**src/rtl/sum_tree_stage.sv**
```systemverilog
// Pipelined N-operand adder tree: one register per tree level plus a registered format/overflow stage.
// Optional build macro SUM_TREE_STAGE_SAT_EN clamps overflowing results instead of wrapping.
module sum_tree_stage #(
  parameter int N      = 9,
  parameter int IN_W   = 16,
  parameter int OUT_W  = 16,
  parameter int SIGNED = 0
) (
  input  logic                clk,
  input  logic                rst,
  input  logic [N*IN_W-1:0]   in_data,
  input  logic                in_valid,
  output logic                in_ready,
  output logic [OUT_W-1:0]    out_data,
  output logic                out_ovf,
  output logic                out_valid,
  input  logic                out_ready
);
  localparam int D  = $clog2(N);
  localparam int FW = IN_W + D;

  // Operand count surviving at tree level l.
  function automatic int cnt(input int l);
    return (N + (1 << l) - 1) >> l;
  endfunction

  logic              en;
  logic [D:0]        vld_pipe_q;
  logic [FW-1:0]     stage_q [1:D][0:N-1];
  logic [FW-1:0]     stage_d [1:D][0:N-1];
  logic [FW-1:0]     lvl     [0:D-1][0:2*N-1];
  logic [FW-1:0]     sum;
  logic [OUT_W-1:0]  out_data_d, out_data_q;
  logic              ovf_d, ovf_q;

  assign out_valid = vld_pipe_q[D];
  assign en        = !out_valid | out_ready;
  assign in_ready  = en;
  assign out_data  = out_data_q;
  assign out_ovf   = ovf_q;
  assign sum       = stage_q[D][0];

  // lvl is a zero-padded view of each level's inputs so pair indices never leave range.
  always_comb begin
    for (int l = 0; l < D; l++)
      for (int j = 0; j < 2*N; j++)
        lvl[l][j] = '0;
    for (int k = 0; k < N; k++)
      lvl[0][k] = (SIGNED != 0) ? FW'($signed(in_data[k*IN_W +: IN_W]))
                                : FW'(in_data[k*IN_W +: IN_W]);
    for (int l = 1; l < D; l++)
      for (int j = 0; j < N; j++)
        lvl[l][j] = stage_q[l][j];
    for (int l = 1; l <= D; l++)
      for (int j = 0; j < N; j++) begin
        stage_d[l][j] = '0;
        if (j < cnt(l))
          stage_d[l][j] = (2*j+1 < cnt(l-1)) ? lvl[l-1][2*j] + lvl[l-1][2*j+1]
                                             : lvl[l-1][2*j];
      end
  end

  generate
    if (OUT_W >= FW) begin : g_wide
      always_comb begin
        out_data_d = (SIGNED != 0) ? OUT_W'($signed(sum)) : OUT_W'(sum);
        ovf_d      = 1'b0;
      end
    end else begin : g_narrow
      // Bits above the result; signed fits only if they all match the result's sign bit.
      logic [FW-OUT_W:0] top;
      assign top = sum[FW-1:OUT_W-1];
`ifdef SUM_TREE_STAGE_SAT_EN
      localparam logic [OUT_W-1:0] SMIN = OUT_W'(1) << (OUT_W-1);
      localparam logic [OUT_W-1:0] SMAX = ~SMIN;
`endif
      always_comb begin
        ovf_d      = (SIGNED != 0) ? !((&top) || (~|top)) : (|top[FW-OUT_W:1]);
        out_data_d = sum[OUT_W-1:0];
`ifdef SUM_TREE_STAGE_SAT_EN
        if (ovf_d)
          out_data_d = (SIGNED != 0) ? (sum[FW-1] ? SMIN : SMAX) : '1;
`endif
      end
    end
  endgenerate

  always_ff @(posedge clk or negedge rst) begin
    if (!rst) begin
      vld_pipe_q <= '0;
      out_data_q <= '0;
      ovf_q      <= 1'b0;
      for (int l = 1; l <= D; l++)
        for (int j = 0; j < N; j++)
          stage_q[l][j] <= '0;
    end else if (en) begin
      vld_pipe_q <= {vld_pipe_q[D-1:0], in_valid};
      stage_q    <= stage_d;
      out_data_q <= out_data_d;
      ovf_q      <= ovf_d;
    end
  end
endmodule

```
**config.mk**
```make
export PLATFORM = sky130hd
export DESIGN_NAME = sum_tree_stage
export DESIGN_NICKNAME = d
export VERILOG_FILES = /design/src/rtl/sum_tree_stage.sv
export SDC_FILE = /design/constraint.sdc
export NUM_CORES = 1
export LEC_CHECK = 0
export ABC_AREA = 1
export CAP_MARGIN = 0
export CORE_MARGIN = 2
export CORE_UTILIZATION = 52
export CTS_CLUSTER_DIAMETER = 120
export DETAILED_ROUTE_END_ITERATION = 10
export PLACE_DENSITY_LB_ADDON = 0.12
export SETUP_SLACK_MARGIN = 0.2
export SLEW_MARGIN = 20
export SYNTH_ARGS = -nofsm -noshare
export SYNTH_HDL_FRONTEND = slang
export SYNTH_SLANG_ARGS = --single-unit
```
**constraint.sdc**
```tcl
create_clock -name clk -period 1.8 [get_ports clk]
set_input_delay 0.45 -clock clk [delete_from_list [all_inputs] [get_ports clk]]
set_output_delay 0.45 -clock clk [all_outputs]
set_load 0.01 [all_outputs]
```
Word-level counts from Yosys, hierarchy flattened --
Cells that the tools add are included. W data, S select, Z words.
Storage, ports and cells: input bits 148, memories 0, logic and storage cells 25, bits in latches 0, bits in registers 230, ROM bits 0, memory bits (writable) 0, output and inout bits 19
Operators by class: multiplexer cells 0, bitwise logic cells 1, multipliers 0, $lt $le $gt $ge 0, div/mod/pow operators 0, equal/unequal tests 0, shift-type cells 0, reduce and logical (&&, ||, !) cells 2, add/sub/neg operators 8
Operators by type and width (number):
- $add A16 B16 Y17 | 4
- $add A20 B20 Y20 | 3
- $add A20 B16 Y20 | 1
- $reduce_or A4 Y1 | 1
- $logic_not A1 Y1 | 1
- $or A1 B1 Y1 | 1

Depth between registers and ports, before layout --
Gate-level depths: netlist (run 1).
depth in word-level cells 2, gate-level depth with buffers 13, mapped depth without buffers 13

Least setup slack after synthesis (run 1) --
No wires, ideal clock.
kind in2reg, from input port in_data[0], to register stage_q, in the netlist lvl[1074], buffers on the path 0, arrival 1.667 ns, library setup time 0.118 ns, stages 10, path slack 0.015 ns, required time 1.682 ns, path through ha_1 > fa_1 > nand3_1 > nand2_1 > nand2_1 > nand2_1 > nand3_1 > nand3_1 > nand3_1 > nand2_1
On the way: longest elaborated chain between the ends 1
Ends and longest elaborated chain:
- start: declaration | RTL line 11 | input logic [N*IN_W-1:0] in_data,
- $add A16 B16 Y17 | RTL line 58 | stage_d[l][j] = (2*j+1 < cnt(l-1)) ? lvl[l-1][2*j] + lvl[l-1][2*j+1]
- end signal: assignment | RTL line 98 | stage_q <= stage_d;
- end: declaration | RTL line 29 | logic [FW-1:0] stage_q [1:D][0:N-1];
No other way between the ends. A chain may end at the register's enable or synchronous reset.

Final worst setup path (run 1) --
from register stage_q, in the netlist lvl[700], to register stage_q, in the netlist lvl[352]
On the way: longest elaborated chain between the ends 1
Ends and longest elaborated chain (RTL line):
- $add A20 B20 Y20 | 58
No other way between the ends.

==> results of run 1 <==
==> critical path, stage by stage, from the launching register on <==
cell,delay (ps)
sky130_fd_sc_hd__dfrtp_1,390
sky130_fd_sc_hd__ha_2,200
sky130_fd_sc_hd__inv_2,40
sky130_fd_sc_hd__fa_2,340
sky130_fd_sc_hd__inv_2,90
sky130_fd_sc_hd__nand2_4,60
sky130_fd_sc_hd__o21ai_4,150
sky130_fd_sc_hd__nand2_1,80
sky130_fd_sc_hd__nand2_2,110
sky130_fd_sc_hd__nand2_1,80
sky130_fd_sc_hd__nand2_1,60
sky130_fd_sc_hd__nand2_1,50
sky130_fd_sc_hd__nand3_1,60
sky130_fd_sc_hd__nand2_1,50
==> stage by stage <==
stage | TNS [ps] | hold slack, ps | power, uW | setup WS [ps] | utilization, %
final | -420 | 357 | 39700 | -68.7 | 79.8
after global routing | -1940 | 356 | 42500 | -174 | 79.8
after CTS | -37.1 | 396 | 35000 | -10.7 | 72.6
after detailed placement | -25410 | 382 | 26500 | -461 | 65.2
after global placement | -23200 | 383 | 26000 | -422 | 65.2
after floorplan | 0 | 154 | 20600 | 79.1 | -
==> layout make-up <==
class                   count  area (um^2)
multi-input cells        1629        11300
fillers                  1862         5630
flip-flops and latches    213         5350
repair buffers            394         3690
inverters                 190          718
clock buffers              33          686
well taps                 378          473
clock inverters             7          114
diodes                      1         2.50
==> worst max path at each step <==
stage,slack [ps],endpoint,depth (start not counted)
finish,-70,lvl[352],13
global route,-170,lvl[352],13
CTS,-10,lvl[356],13
detailed placement,-460,lvl[1053],8
global placement,-420,lvl[1053],8
floorplan,80,lvl[356],13
==> metal layers <==
| layer | global-route usage, % | up-vias |
|---|---|---|
| li1 | - | 7512 |
| met1 | 32.7 | 7204 |
| met2 | 51.8 | 511 |
| met3 | 2.31 | 157 |
| met4 | 11.8 | 0 |
| met5 | 0 | - |
==> power groups by stage <==
| stage | clock network [uW] | registers [uW] | logic (uW) |
|---|---|---|---|
| 2_1_floorplan | 0 | 8120 | 12500 |
| 3_5_place_dp | 0 | 8730 | 17700 |
| 6_report | 5020 | 9240 | 25400 |
| 5_1_grt | 5240 | 9430 | 27800 |
| 3_3_place_gp | 0 | 8680 | 17300 |
| 4_1_cts | 5070 | 9150 | 20800 |
==> state kept, by name (all words and copies together), names as in the netlist <==
signal and flops:
sum 20, lvl 171, out_data 16, vld_pipe_q 5
out_ovf 1
==> kinds of logic (layout without fill, tap and decap cells) <==
| logic type | after synthesis | in the layout |
|---|---|---|
| AOI/OAI and AO/OA | 306 | 306 |
| DFF | 213 | 213 |
| xor gates and xnor gates | 49 | 49 |
| adders and majority gates | 140 | 140 |
| and+or+nand+nor | 1134 | 1134 |
| buffers and inverters | 236 | 624 |
| other | 0 | 1 |
==> synthesized netlist by cell type (3+ instances only) <==
| cell type | instances | area, um^2 |
|---|---|---|
| sky130_fd_sc_hd__ha_1 | 132 | 1650 |
| sky130_fd_sc_hd__a21o_1 | 6 | 45.0 |
| sky130_fd_sc_hd__a21oi_1 | 130 | 651 |
| sky130_fd_sc_hd__inv_1 | 189 | 709 |
| sky130_fd_sc_hd__fa_1 | 8 | 160 |
| sky130_fd_sc_hd__nand3_1 | 148 | 741 |
| sky130_fd_sc_hd__o21ai_1 | 25 | 125 |
| sky130_fd_sc_hd__xor2_1 | 8 | 70.1 |
| sky130_fd_sc_hd__nor4_1 | 3 | 18.8 |
| sky130_fd_sc_hd__nand2_2 | 7 | 43.8 |
| sky130_fd_sc_hd__and2_1 | 12 | 75.1 |
| sky130_fd_sc_hd__buf_2 | 17 | 85.1 |
| sky130_fd_sc_hd__nand4_1 | 11 | 68.8 |
| sky130_fd_sc_hd__dfrtp_1 | 213 | 5330 |
| sky130_fd_sc_hd__o31ai_1 | 4 | 30.0 |
| sky130_fd_sc_hd__clkbuf_1 | 11 | 41.3 |
| sky130_fd_sc_hd__a21oi_2 | 5 | 43.8 |
| sky130_fd_sc_hd__o21a_1 | 4 | 30.0 |
| sky130_fd_sc_hd__nor2_1 | 135 | 507 |
| sky130_fd_sc_hd__nand3b_1 | 24 | 180 |
| sky130_fd_sc_hd__nand2_1 | 768 | 2880 |
| sky130_fd_sc_hd__nor3_1 | 21 | 105 |
| sky130_fd_sc_hd__xnor2_1 | 41 | 359 |
| sky130_fd_sc_hd__o21ai_2 | 4 | 35.0 |
| sky130_fd_sc_hd__buf_4 | 17 | 128 |
| sky130_fd_sc_hd__o21ai_0 | 126 | 631 |
==> timing repair <==
action,4_1_cts,5_1_grt
setup buffers,20,41
hold buffers,1,0
gates resized for setup,254,406
gates cloned,0,0
endpoints found under the setup margin,101,119
endpoints found under the hold margin,31,0
pin swaps,66,149
==> flow_metrics.env, run 1 <==
export IMPL_run_status="complete, but fails checks"
export IMPL_violations_in_the_final_reports="negative setup slack"
export IMPL_synth_top_flop_cell="sky130_fd_sc_hd__dfrtp_1"
export IMPL_fp_dieH_um=173
export IMPL_worst_r2r_cell_count=13
export IMPL_worst_hold_startpoint="in_data[80]"
export IMPL_p_seq_share_pct=23.3
export IMPL_synth_compound_area_share_pct=10.8
export IMPL_clkSinkCount=213
export IMPL_slew_limit_headroom_pct=75.6
export IMPL_mostFrequentLayoutCells="sky130_fd_sc_hd__nand2_1, sky130_fd_sc_hd__dfrtp_1, sky130_fd_sc_hd__buf_4, sky130_fd_sc_hd__inv_1, sky130_fd_sc_hd__ha_4"
export IMPL_clk_insertion_delay_late_ps=520
export IMPL_switchingPower_uw=18000
export IMPL_dp_final_hpwl_mm=30.5
export IMPL_design_core_area_mm2=0.0279
export IMPL_drt_wirelength_per_cell_um=16.4
export IMPL_synth_xor_area_share_pct=2.90
export IMPL_clock_fmax_mhz=535
export IMPL_floorplan_die_width_um=173
export IMPL_share_comb_of_total_power_pct=64.1
export IMPL_critical_path_startpoint="lvl[700]"
export IMPL_number_of_warnings_reported_in_the_yosys_synthesis_log=0
export IMPL_postSynthCellCount=2078
export IMPL_detailedRoute_firstIterationViolations=1086
export IMPL_grt_start_max_net_pins=80
export IMPL_drc_errors=0
export IMPL_arrival_time_of_data_at_the_critical_path_endpoint_ps=2270
export IMPL_clock_root_buffer="sky130_fd_sc_hd__clkbuf_16"
export IMPL_power_share_clock_pct=12.7
export IMPL_synthMuxAreaShare_pct=0
export IMPL_synthArstFlopShare_pct=100
export IMPL_tritoncts_clock_tree="built"
export IMPL_maxCapViolations=0
export IMPL_nets=2740
export IMPL_ys_seq_area_share_pct=36.0
export IMPL_grt_overflow_total=0
export IMPL_synth_simple_area_share_pct=31.5
export IMPL_postSynthAreaPerCell_um2=7.13
export IMPL_reg2reg_slack_ps=-70
export IMPL_worst_hold_path_num_cells=4
export IMPL_areaGrowthSynthToFinish_pct=50.6
export IMPL_final_routed_wirelength_mm=46.8
export IMPL_final_period_utilization_pct=104
export IMPL_hold_path_class="in -> reg"
export IMPL_tightestPinTransition_ps=366
export IMPL_max_clock_path_buffers=3
export IMPL_vias_per_cell=5.41
export IMPL_clock_skew_final_ps=13.9
export IMPL_most_common_cell_after_layout_fill_and_taps_aside="sky130_fd_sc_hd__nand2_1"
export IMPL_globalplace_congestion=0.886
export IMPL_regToRegEndpoint="lvl[352]"
export IMPL_floorplan_initialDensity_pct=53.0
export IMPL_req_time_crit_path_ps=2200
export IMPL_setup_violations_final=13
export IMPL_synth_distinct_cells=33
export IMPL_p_leak_uw=0.0109
export IMPL_post_dp_cell_area_mm2=0.0182
export IMPL_worst_setup_hold_path_clk_slew_ps=60
export IMPL_timing_final_ws_setup_ps=-68.7
export IMPL_count_of_h_tree_levels_built_during_cts=1
export IMPL_ant_nets=0
export IMPL_grt_first_pass_wirelength_mm=69.5
export IMPL_worstReg2RegStart="lvl[700]"
export IMPL_drt_met1_wl_mm=18.3
export IMPL_via_count_of_the_first_global_routing_pass=14800
export IMPL_tritoncts_num_buffers=24
export IMPL_worstSetupPathType="reg -> reg"
export IMPL_dieArea_mm2=0.0298
export IMPL_vias=15400
export IMPL_powerDensity_mw_per_mm2=1780
export IMPL_synth_top_family_by_area="simple AND/OR/NAND/NOR gates"
export IMPL_antenna_found_initial=1
export IMPL_top_layer_used="met4"
export IMPL_worst_path_max_fanout=3
export IMPL_timing_final_max_slew_violations=0
export IMPL_cell_internal_pwr_uw=21700
export IMPL_place_detailed_instances=2742
export IMPL_finalCriticalPeriod_ps=1870
export IMPL_end_point_of_the_most_critical_hold_path="lvl[1020]"
export IMPL_io_pins=167
export IMPL_critPathLaunchType="register"
export IMPL_synth_edff_count=0
export IMPL_sw_frac_of_total_pct=45.2
export IMPL_finalHoldViolations=0
export IMPL_power_ir_vdd_worst_mv=1.08
export IMPL_yosys_register_bits=213
export IMPL_postSynthNetCount=2366
export IMPL_detail_route_first_pass_iterations=6
export IMPL_endpoint_kind="register"
export IMPL_netlist_area_mm2=0.0148
export IMPL_setup_repair_after_global_routing_missed_its_margin="true"
export IMPL_final_cell_count_no_fill=2845
export IMPL_finish_instance_area_mm2=0.0223
export IMPL_share_of_final_layout_standard_cells_stronger_than_drive_strength_1_pct=30.3
export IMPL_met2_length_mm=24.5
export IMPL_global_route_usage_total_pct=27.7
export IMPL_post_synth_fa_ha_maj_area_fraction_pct=12.2
export IMPL_row_count=61
export IMPL_placement_io_buffers=166
export IMPL_route_met3_wl_mm=1.77
Note: power is estimated with default switching activity, not from simulation.
==> inputs of run 2 (changes only) <==
- CAP_MARGIN: 0 -> 15
==> results of run 2 <==
No change in the layout: final DEF, timing and power equal those of run 1.
